**config.mk**
```make
export PLATFORM = sky130hd
export DESIGN_NAME = pw_input_cond
export DESIGN_NICKNAME = d
export VERILOG_FILES = /design/src/rtl/pw_input_cond.sv
export SDC_FILE = /design/constraint.sdc
export NUM_CORES = 1
export LEC_CHECK = 0
export CORE_MARGIN = 4
export CORE_UTILIZATION = 61
export DETAILED_ROUTE_END_ITERATION = 12
export PLACE_DENSITY_LB_ADDON = 0.05
export SYNTH_ARGS = -nofsm -noshare
export SYNTH_HDL_FRONTEND = slang
export SYNTH_SLANG_ARGS = --single-unit
```
**constraint.sdc**
```tcl
create_clock -name clk -period 4.3 [get_ports clk]
set_input_delay 0.43 -clock clk [delete_from_list [all_inputs] [get_ports clk]]
set_output_delay 0.43 -clock clk [all_outputs]
set_load 0.05 [all_outputs]
```
**src/rtl/pw_input_cond.sv**
```systemverilog
// pw_input_cond: synchronizes the raw enter button and slide switches,
// debounces the button and emits one enter strobe per accepted press,
// together with the switch value that was stable for the whole press window.
module pw_input_cond #(
  parameter int DEBOUNCE_CYCLES = 1000000,
  parameter int CHAR_W          = 8
) (
  input  logic              clk,
  input  logic              reset_n,
  input  logic              btn_raw,
  input  logic [CHAR_W-1:0] sw_raw,
  output logic [CHAR_W-1:0] char_out,
  output logic              enter_pulse,
  output logic              btn_level
);

  localparam int              CNT_W    = $clog2(DEBOUNCE_CYCLES + 1);
  localparam logic [CNT_W-1:0] CNT_MAX  = CNT_W'(DEBOUNCE_CYCLES);
  localparam logic [CNT_W-1:0] CNT_ZERO = CNT_W'(0);
  localparam logic [CNT_W-1:0] CNT_ONE  = CNT_W'(1);

  typedef enum logic [1:0] {
    IDLE         = 2'd0,
    PRESS_WAIT   = 2'd1,
    PRESSED      = 2'd2,
    RELEASE_WAIT = 2'd3
  } state_t;

  // Synchronizer stages: only these flops ever look at the raw pins.
  logic              btn_meta_q;
  logic              btn_s_q;
  logic [CHAR_W-1:0] sw_meta_q;
  logic [CHAR_W-1:0] sw_s_q;

  state_t            state_q,     state_d;
  logic [CNT_W-1:0]  cnt_q,       cnt_d;
  logic [CNT_W-1:0]  cnt_inc_s;
  logic [CHAR_W-1:0] snapshot_q,  snapshot_d;
  logic [CHAR_W-1:0] char_out_q,  char_out_d;
  logic              enter_pulse_q, enter_pulse_d;
  logic              btn_level_q, btn_level_d;

  // Two-flop synchronizers for the button and every switch bit.
  always_ff @(posedge clk or negedge reset_n) begin
    if (!reset_n) begin
      btn_meta_q <= 1'b0;
      btn_s_q    <= 1'b0;
      sw_meta_q  <= {CHAR_W{1'b0}};
      sw_s_q     <= {CHAR_W{1'b0}};
    end else begin
      btn_meta_q <= btn_raw;
      btn_s_q    <= btn_meta_q;
      sw_meta_q  <= sw_raw;
      sw_s_q     <= sw_meta_q;
    end
  end

  // Debounce FSM next-state, counter, snapshot and registered-output logic.
  always_comb begin
    state_d       = state_q;
    cnt_d         = cnt_q;
    snapshot_d    = snapshot_q;
    char_out_d    = char_out_q;
    enter_pulse_d = 1'b0;
    // The counter saturates at N so it can never wrap back into a short window.
    if (cnt_q == CNT_MAX) begin
      cnt_inc_s = cnt_q;
    end else begin
      cnt_inc_s = cnt_q + CNT_ONE;
    end

    case (state_q)
      IDLE: begin
        if (btn_s_q) begin
          state_d    = PRESS_WAIT;
          cnt_d      = CNT_ONE;
          snapshot_d = sw_s_q;
        end else begin
          state_d = IDLE;
        end
      end
      PRESS_WAIT: begin
        if (!btn_s_q) begin
          state_d = IDLE;
          cnt_d   = CNT_ZERO;
        end else if (sw_s_q != snapshot_q) begin
          // Switches moved during the window: restart so the captured
          // character is one that was stable for the full debounce time.
          cnt_d      = CNT_ONE;
          snapshot_d = sw_s_q;
        end else if (cnt_q == CNT_MAX) begin
          state_d       = PRESSED;
          enter_pulse_d = 1'b1;
          char_out_d    = snapshot_q;
        end else begin
          cnt_d = cnt_inc_s;
        end
      end
      PRESSED: begin
        if (!btn_s_q) begin
          state_d = RELEASE_WAIT;
          cnt_d   = CNT_ONE;
        end else begin
          state_d = PRESSED;
        end
      end
      RELEASE_WAIT: begin
        if (btn_s_q) begin
          // Release bounce: go back to PRESSED silently, no new strobe.
          state_d = PRESSED;
        end else if (cnt_q == CNT_MAX) begin
          state_d = IDLE;
          cnt_d   = CNT_ZERO;
        end else begin
          cnt_d = cnt_inc_s;
        end
      end
      default: begin
        state_d = IDLE;
        cnt_d   = CNT_ZERO;
      end
    endcase

    btn_level_d = (state_d == PRESSED) || (state_d == RELEASE_WAIT);
  end

  // FSM state, counter, snapshot and output registers.
  always_ff @(posedge clk or negedge reset_n) begin
    if (!reset_n) begin
      state_q       <= IDLE;
      cnt_q         <= CNT_ZERO;
      snapshot_q    <= {CHAR_W{1'b0}};
      char_out_q    <= {CHAR_W{1'b0}};
      enter_pulse_q <= 1'b0;
      btn_level_q   <= 1'b0;
    end else begin
      state_q       <= state_d;
      cnt_q         <= cnt_d;
      snapshot_q    <= snapshot_d;
      char_out_q    <= char_out_d;
      enter_pulse_q <= enter_pulse_d;
      btn_level_q   <= btn_level_d;
    end
  end

  assign char_out    = char_out_q;
  assign enter_pulse = enter_pulse_q;
  assign btn_level   = btn_level_q;

endmodule
```
### Word level (Yosys, flattened, before mapping)

Cells that the tools add are included.

| operators by class | value |
|---|---|
| reductions and logical operators | 6 |
| bitwise operators | 1 |
| eq/ne operators | 13 |
| $add $sub $neg | 1 |
| mux-type cells | 24 |

Operators with widths:

| cell | number |
|---|---|
| 20-bit two-way mux | 7 |
| 20-bit one-hot mux with 4 select lines | 1 |
| 8-bit two-way mux | 3 |
| 20-bit by 1-bit adder with 20-bit output (second input constant) | 1 |
| 20-bit equality test (second input constant) | 1 |
| 8-bit one-hot mux with 2 select lines | 1 |
| 4-bit AND reduction | 3 |
| 2-bit two-way mux | 5 |
| 2-bit != test (second input constant) | 5 |
| 2-bit equality test (second input constant) | 4 |
| 8-bit != test | 1 |
| 2-bit one-hot mux with 4 select lines | 1 |
| 1-bit two-way mux | 6 |
| 4-bit != test (second input constant) | 1 |
| 2-bit by 1-bit equality test with 1-bit output (second input constant) | 1 |
| 2-bit zero test | 1 |
| 2-bit nonzero test | 1 |
| 1-bit logical OR | 1 |
| 1-bit inverter | 1 |

| word-level totals | value |
|---|---|
| register bits after elaboration | 58 |
| bits of input ports | 11 |

### Longest topological paths before layout

| logic depth | value |
|---|---|
| depth in word-level cells | 7 |
| gate-level depth with buffers | 9 |
| gate-level depth less buffers | 8 |

### Least setup slack after synthesis

No wires, ideal clock.

| timing path | value |
|---|---|
| path kind | reg-to-reg |
| start | reg cnt_q[10] |
| end | reg char_out_q[0] (netlist: char_out[0]) |
| stages on the path, launching flop included | 8 |
| library setup time | 0.125 ns |
| slack | 2.285 ns |
| clock period less this slack | 2.015 ns |
| buffers on the path | 1 |
| data arrival time | 1.891 ns |
| path through | dfrtp_1 > clkbuf_1 > nor4_1 > and3_1 > and2b_1 > nand2_1 > nor2_4 > mux2_2 |

| on the way | value |
|---|---|
| word-level cells in the longest chain between the ends | 2 |

RTL lines:

| what | RTL line | text |
|---|---|---|
| start, declared | 36 | `logic [CNT_W-1:0] cnt_q, cnt_d;` |
| start signal, assigned | 138 | `cnt_q <= cnt_d;` |
| 20-bit equality test | 91 | `end else if (cnt_q == CNT_MAX) begin` |
| 4-bit AND reduction (no line) | n/a |  |
| end signal, assigned | 133 | `char_out_q <= {CHAR_W{1'b0}};` |
| end signal, assigned | 140 | `char_out_q <= char_out_d;` |
| end, declared | 39 | `logic [CHAR_W-1:0] char_out_q, char_out_d;` |

Every way passes these cells.
A chain may end at the register's enable or synchronous reset.

### Final worst setup path

| timing path | value |
|---|---|
| start | reg cnt_q[0] |
| end | reg cnt_q[8] |

| on the way | value |
|---|---|
| word-level cells in the longest chain between the ends | 5 |
| elaborated cells on any way between the ends | 10 |

RTL lines:

| what | RTL line | text |
|---|---|---|
| 20-bit by 1-bit adder with 20-bit output | 69 | `cnt_inc_s = cnt_q + CNT_ONE;` |
| 20-bit two-way mux | 91 |  |
| 20-bit two-way mux | 86 | `end else if (sw_s_q != snapshot_q) begin` |
| 20-bit two-way mux | 83 | `if (!btn_s_q) begin` |
| 20-bit one-hot mux with 4 select lines | 72 | `case (state_q)` |

Parallel ways exist; a longest one is shown, timed or not. The select of a mux whose other input is x is not followed.

==> flow_metrics.py <==
metrics = {
    "clock_tree": {
        "cts_made_buffers": 9,
        "cts_setup_buffers": 0,
        "cts.sinks": 58,
        "clk_pin_slew_ns": 0.06,
        "clockBufferDepth": 2,
        "cts_resized": 0,
        "clkLatencyLatePin_ns": 0.33,
        "holdBufCountCts": 0,
        "ctsRootBufferMaster": "clkbuf_8",
        "cts_tree": "yes",
        "cts_max_level": 3,
    },
    "drt": {
        "postRouteAntennaNets": 0,
        "vias_per_cell": 6.08,
        "wl_per_cell_um": 16.2,
        "routed_wl_um": 4970,
        "drc": 0,
        "vias": 1859,
        "drt_iter0_markers": 144,
        "drt_first_pass_iters": 5,
    },
    "logic_synthesis": {
        "synth_edf_count": 0,
        "synthCells": 226,
        "synth.distinct_cells": 47,
        "synth_area_leader_cell": "dfrtp_1",
        "synth_seq_area_share_pct": 56.3,
        "ys_seq_elements": 58,
        "yosysWarnings": 0,
        "ys_top_cells_by_area": "dfrtp_1, mux2_2, a31oi_1",
        "async_flop_share_pct": 100,
        "syn_nets": 239,
        "synth-main-ff-cell": "dfrtp_1",
        "synth.top_cell.area_share_pct": 56.3,
        "avgSynthCellArea_sq_um": 11.4,
        "syn_area_sq_mm": 0.00258,
    },
    "place": {
        "io_buffers": 20,
        "dpl.cell_count": 291,
        "gp_congestion": 0.859,
        "dpl-instance-area_sq_mm": 0.00282,
        "dp_slack_ns": 1.94,
        "dp_hpwl_um": 3450,
    },
    "floorplan": {
        "rows": 23,
        "ios": 21,
        "dieHeight_um": 73.0,
        "start_util_pct": 63.6,
        "die-area_sq_mm": 0.00533,
        "core_sq_mm": 0.00406,
        "chipWidth_um": 73.0,
    },
    "grt": {
        "antenna_found_initial": 0,
        "grt_use_met3_pct": 4.55,
        "grt_pass1_wl_um": 8560,
        "grt_usage_pct": 21.4,
        "grt_use_met2_pct": 33.7,
        "overflow": 0,
        "grt_util_met1_pct": 27.0,
        "grt_max_degree": 59,
        "grt_pass1_vias": 1858,
        "grt.busiest_layer": "met2",
    },
    "setup_path": {
        "crit_type": "register to register",
        "regToRegSetupSlack_ns": 1.90,
        "worstSetupStartpoint": "cnt_q[0]",
        "arrival_ns": 2.62,
        "r2r_start": "cnt_q[0]",
        "cp-start-kind": "register",
        "cp_max_fo": 19,
        "r2r_cells": 8,
        "cp-end-kind": "register",
        "required_ns": 4.52,
        "rr_endpoint": "cnt_q[8]",
    },
    "final_layout": {
        "design_area_sq_mm": 0.00304,
        "final-instance-count-excl-fill": 306,
        "drive_gt1_share_pct": 16.8,
        "fin_util_pct": 74.9,
        "final_common_cell": "dfrtp_1",
        "area_delta_synth_final_pct": 17.9,
        "antenna_cells": 0,
        "mostFrequentLayoutCells": "dfrtp_1, nand2_1, clkdlybuf4s50_1",
        "nets": 265,
    },
    "timing": {
        "slew_headroom_pct": 51.8,
        "slew_violations": 0,
        "finalHoldViolCount": 0,
        "finalHoldWorstSlack_ns": 0.219,
        "period_minus_slack_ns": 2.40,
        "setup_slack_ns": 1.90,
        "rsz0062_at_grt": "no",
        "finalCritPeriodShare_pct": 55.8,
        "worst_pin_slew_ns": 0.723,
        "setup_viol": 0,
        "max_freq_mhz": 417,
        "finalSetupTns_ns": 0,
        "skew_ns": 0.00563,
    },
    "pwr": {
        "vdd_drop_max_mv": 0.348,
        "power.leakage_nw": 1.24,
        "total_power_mw": 1.19,
        "power_density_mw_per_mm2": 393,
    },
    "job": {
        "max_cap_violations": 0,
    },
    "worst_hold_path": {
        "hp-class": "primary input to asynchronous set/reset pin",
    },
    "outcome": {
        "status": "finished, final reports clean",
    },
}
[Yosys cell counts (2+ instances only)]
cell      count
and2b_1       2
nor3_1        6
clkbuf_1      5
o22ai_1       2
a41oi_1       2
xor2_1        8
and4_1        2
a21oi_1       9
a31oi_1      14
o31ai_1       3
nand3_1      10
nand2_1      19
nand4_1       5
inv_1         8
nor4_4        2
ha_1          2
o21a_1        2
or3_2         3
dfrtp_1      58
o22a_1        2
o21ai_1       2
and3_1        4
mux2_2       16
nor2_1        8
a22o_1        2
o211ai_1      2
o21ai_0       5
nor4_1        4
[kinds of logic after synthesis]
kind of cell / count (synthesis) / share of synthesized area (%)
fa+ha+maj: 2 / 0.970
compound gates: 50 / 13.0
xor+xnor: 9 / 3.06
buf+inv: 14 / 2.09
mux: 16 / 6.99
flops: 58 / 56.3
simple gates: 77 / 17.6
[critical path: stages, from the launching register on]
cell	delay (ns)
dfrtp_1	0.45
inv_1	0.09
ha_1	0.22
and4b_1	0.20
and4_1	0.20
nand4_1	0.07
and2_1	0.56
a21bo_2	0.30
a22o_1	0.21
[worst max-delay path by stage]
stage / slack (ns) / depth (start not counted) / to
3_3_place_gp: 2.03 / 8 / cnt_q[8]
2_1_floorplan: 2.28 / 7 / char_out[0]
5_1_grt: 1.76 / 8 / cnt_q[8]
4_1_cts: 1.90 / 8 / cnt_q[8]
3_5_place_dp: 1.94 / 8 / cnt_q[8]
6_report: 1.90 / 8 / cnt_q[8]
[metal layers]
| metal | vias up | part of all wire, % | routed length [um] |
|---|---|---|---|
| li1 | 886 | - | - |
| met5 | - | 0 | 0 |
| met4 | 0 | 1.6 | 80 |
| met3 | 8 | 4.4 | 217 |
| met1 | 908 | 42 | 2100 |
| met2 | 57 | 52 | 2570 |
[report_power, final]
| group | switching [mW] | internal (mW) | leakage (nW) | total, mW |
|---|---|---|---|---|
| clock network | 0.198 | 0.355 | 0.110 | 0.553 |
| registers | 0.0149 | 0.564 | 0.745 | 0.579 |
| logic | 0.0344 | 0.0270 | 0.386 | 0.0615 |
| total | 0.247 | 0.946 | 1.24 | 1.19 |
[state kept, by name, indices dropped and copies added, names as in the netlist]
register / count
cnt_q: 20
char_out: 8
snapshot_q: 8
sw_meta_q: 8
sw_s_q: 8
state_q: 2
btn_level: 1
btn_meta_q: 1
btn_s_q: 1
enter_pulse: 1
[final cells by class]
type | count | area [sq um]
Timing Repair Buffer | 21 | 203
Fill cell | 249 | 1020
Inverter | 8 | 30.0
Clock buffer | 13 | 159
Sequential cell | 58 | 1450
Tap cell | 50 | 62.6
Clock inverter | 2 | 60.1
Multi-Input combinational cell | 154 | 1070
No activity file was read; power rests on OpenSTA's default activity.
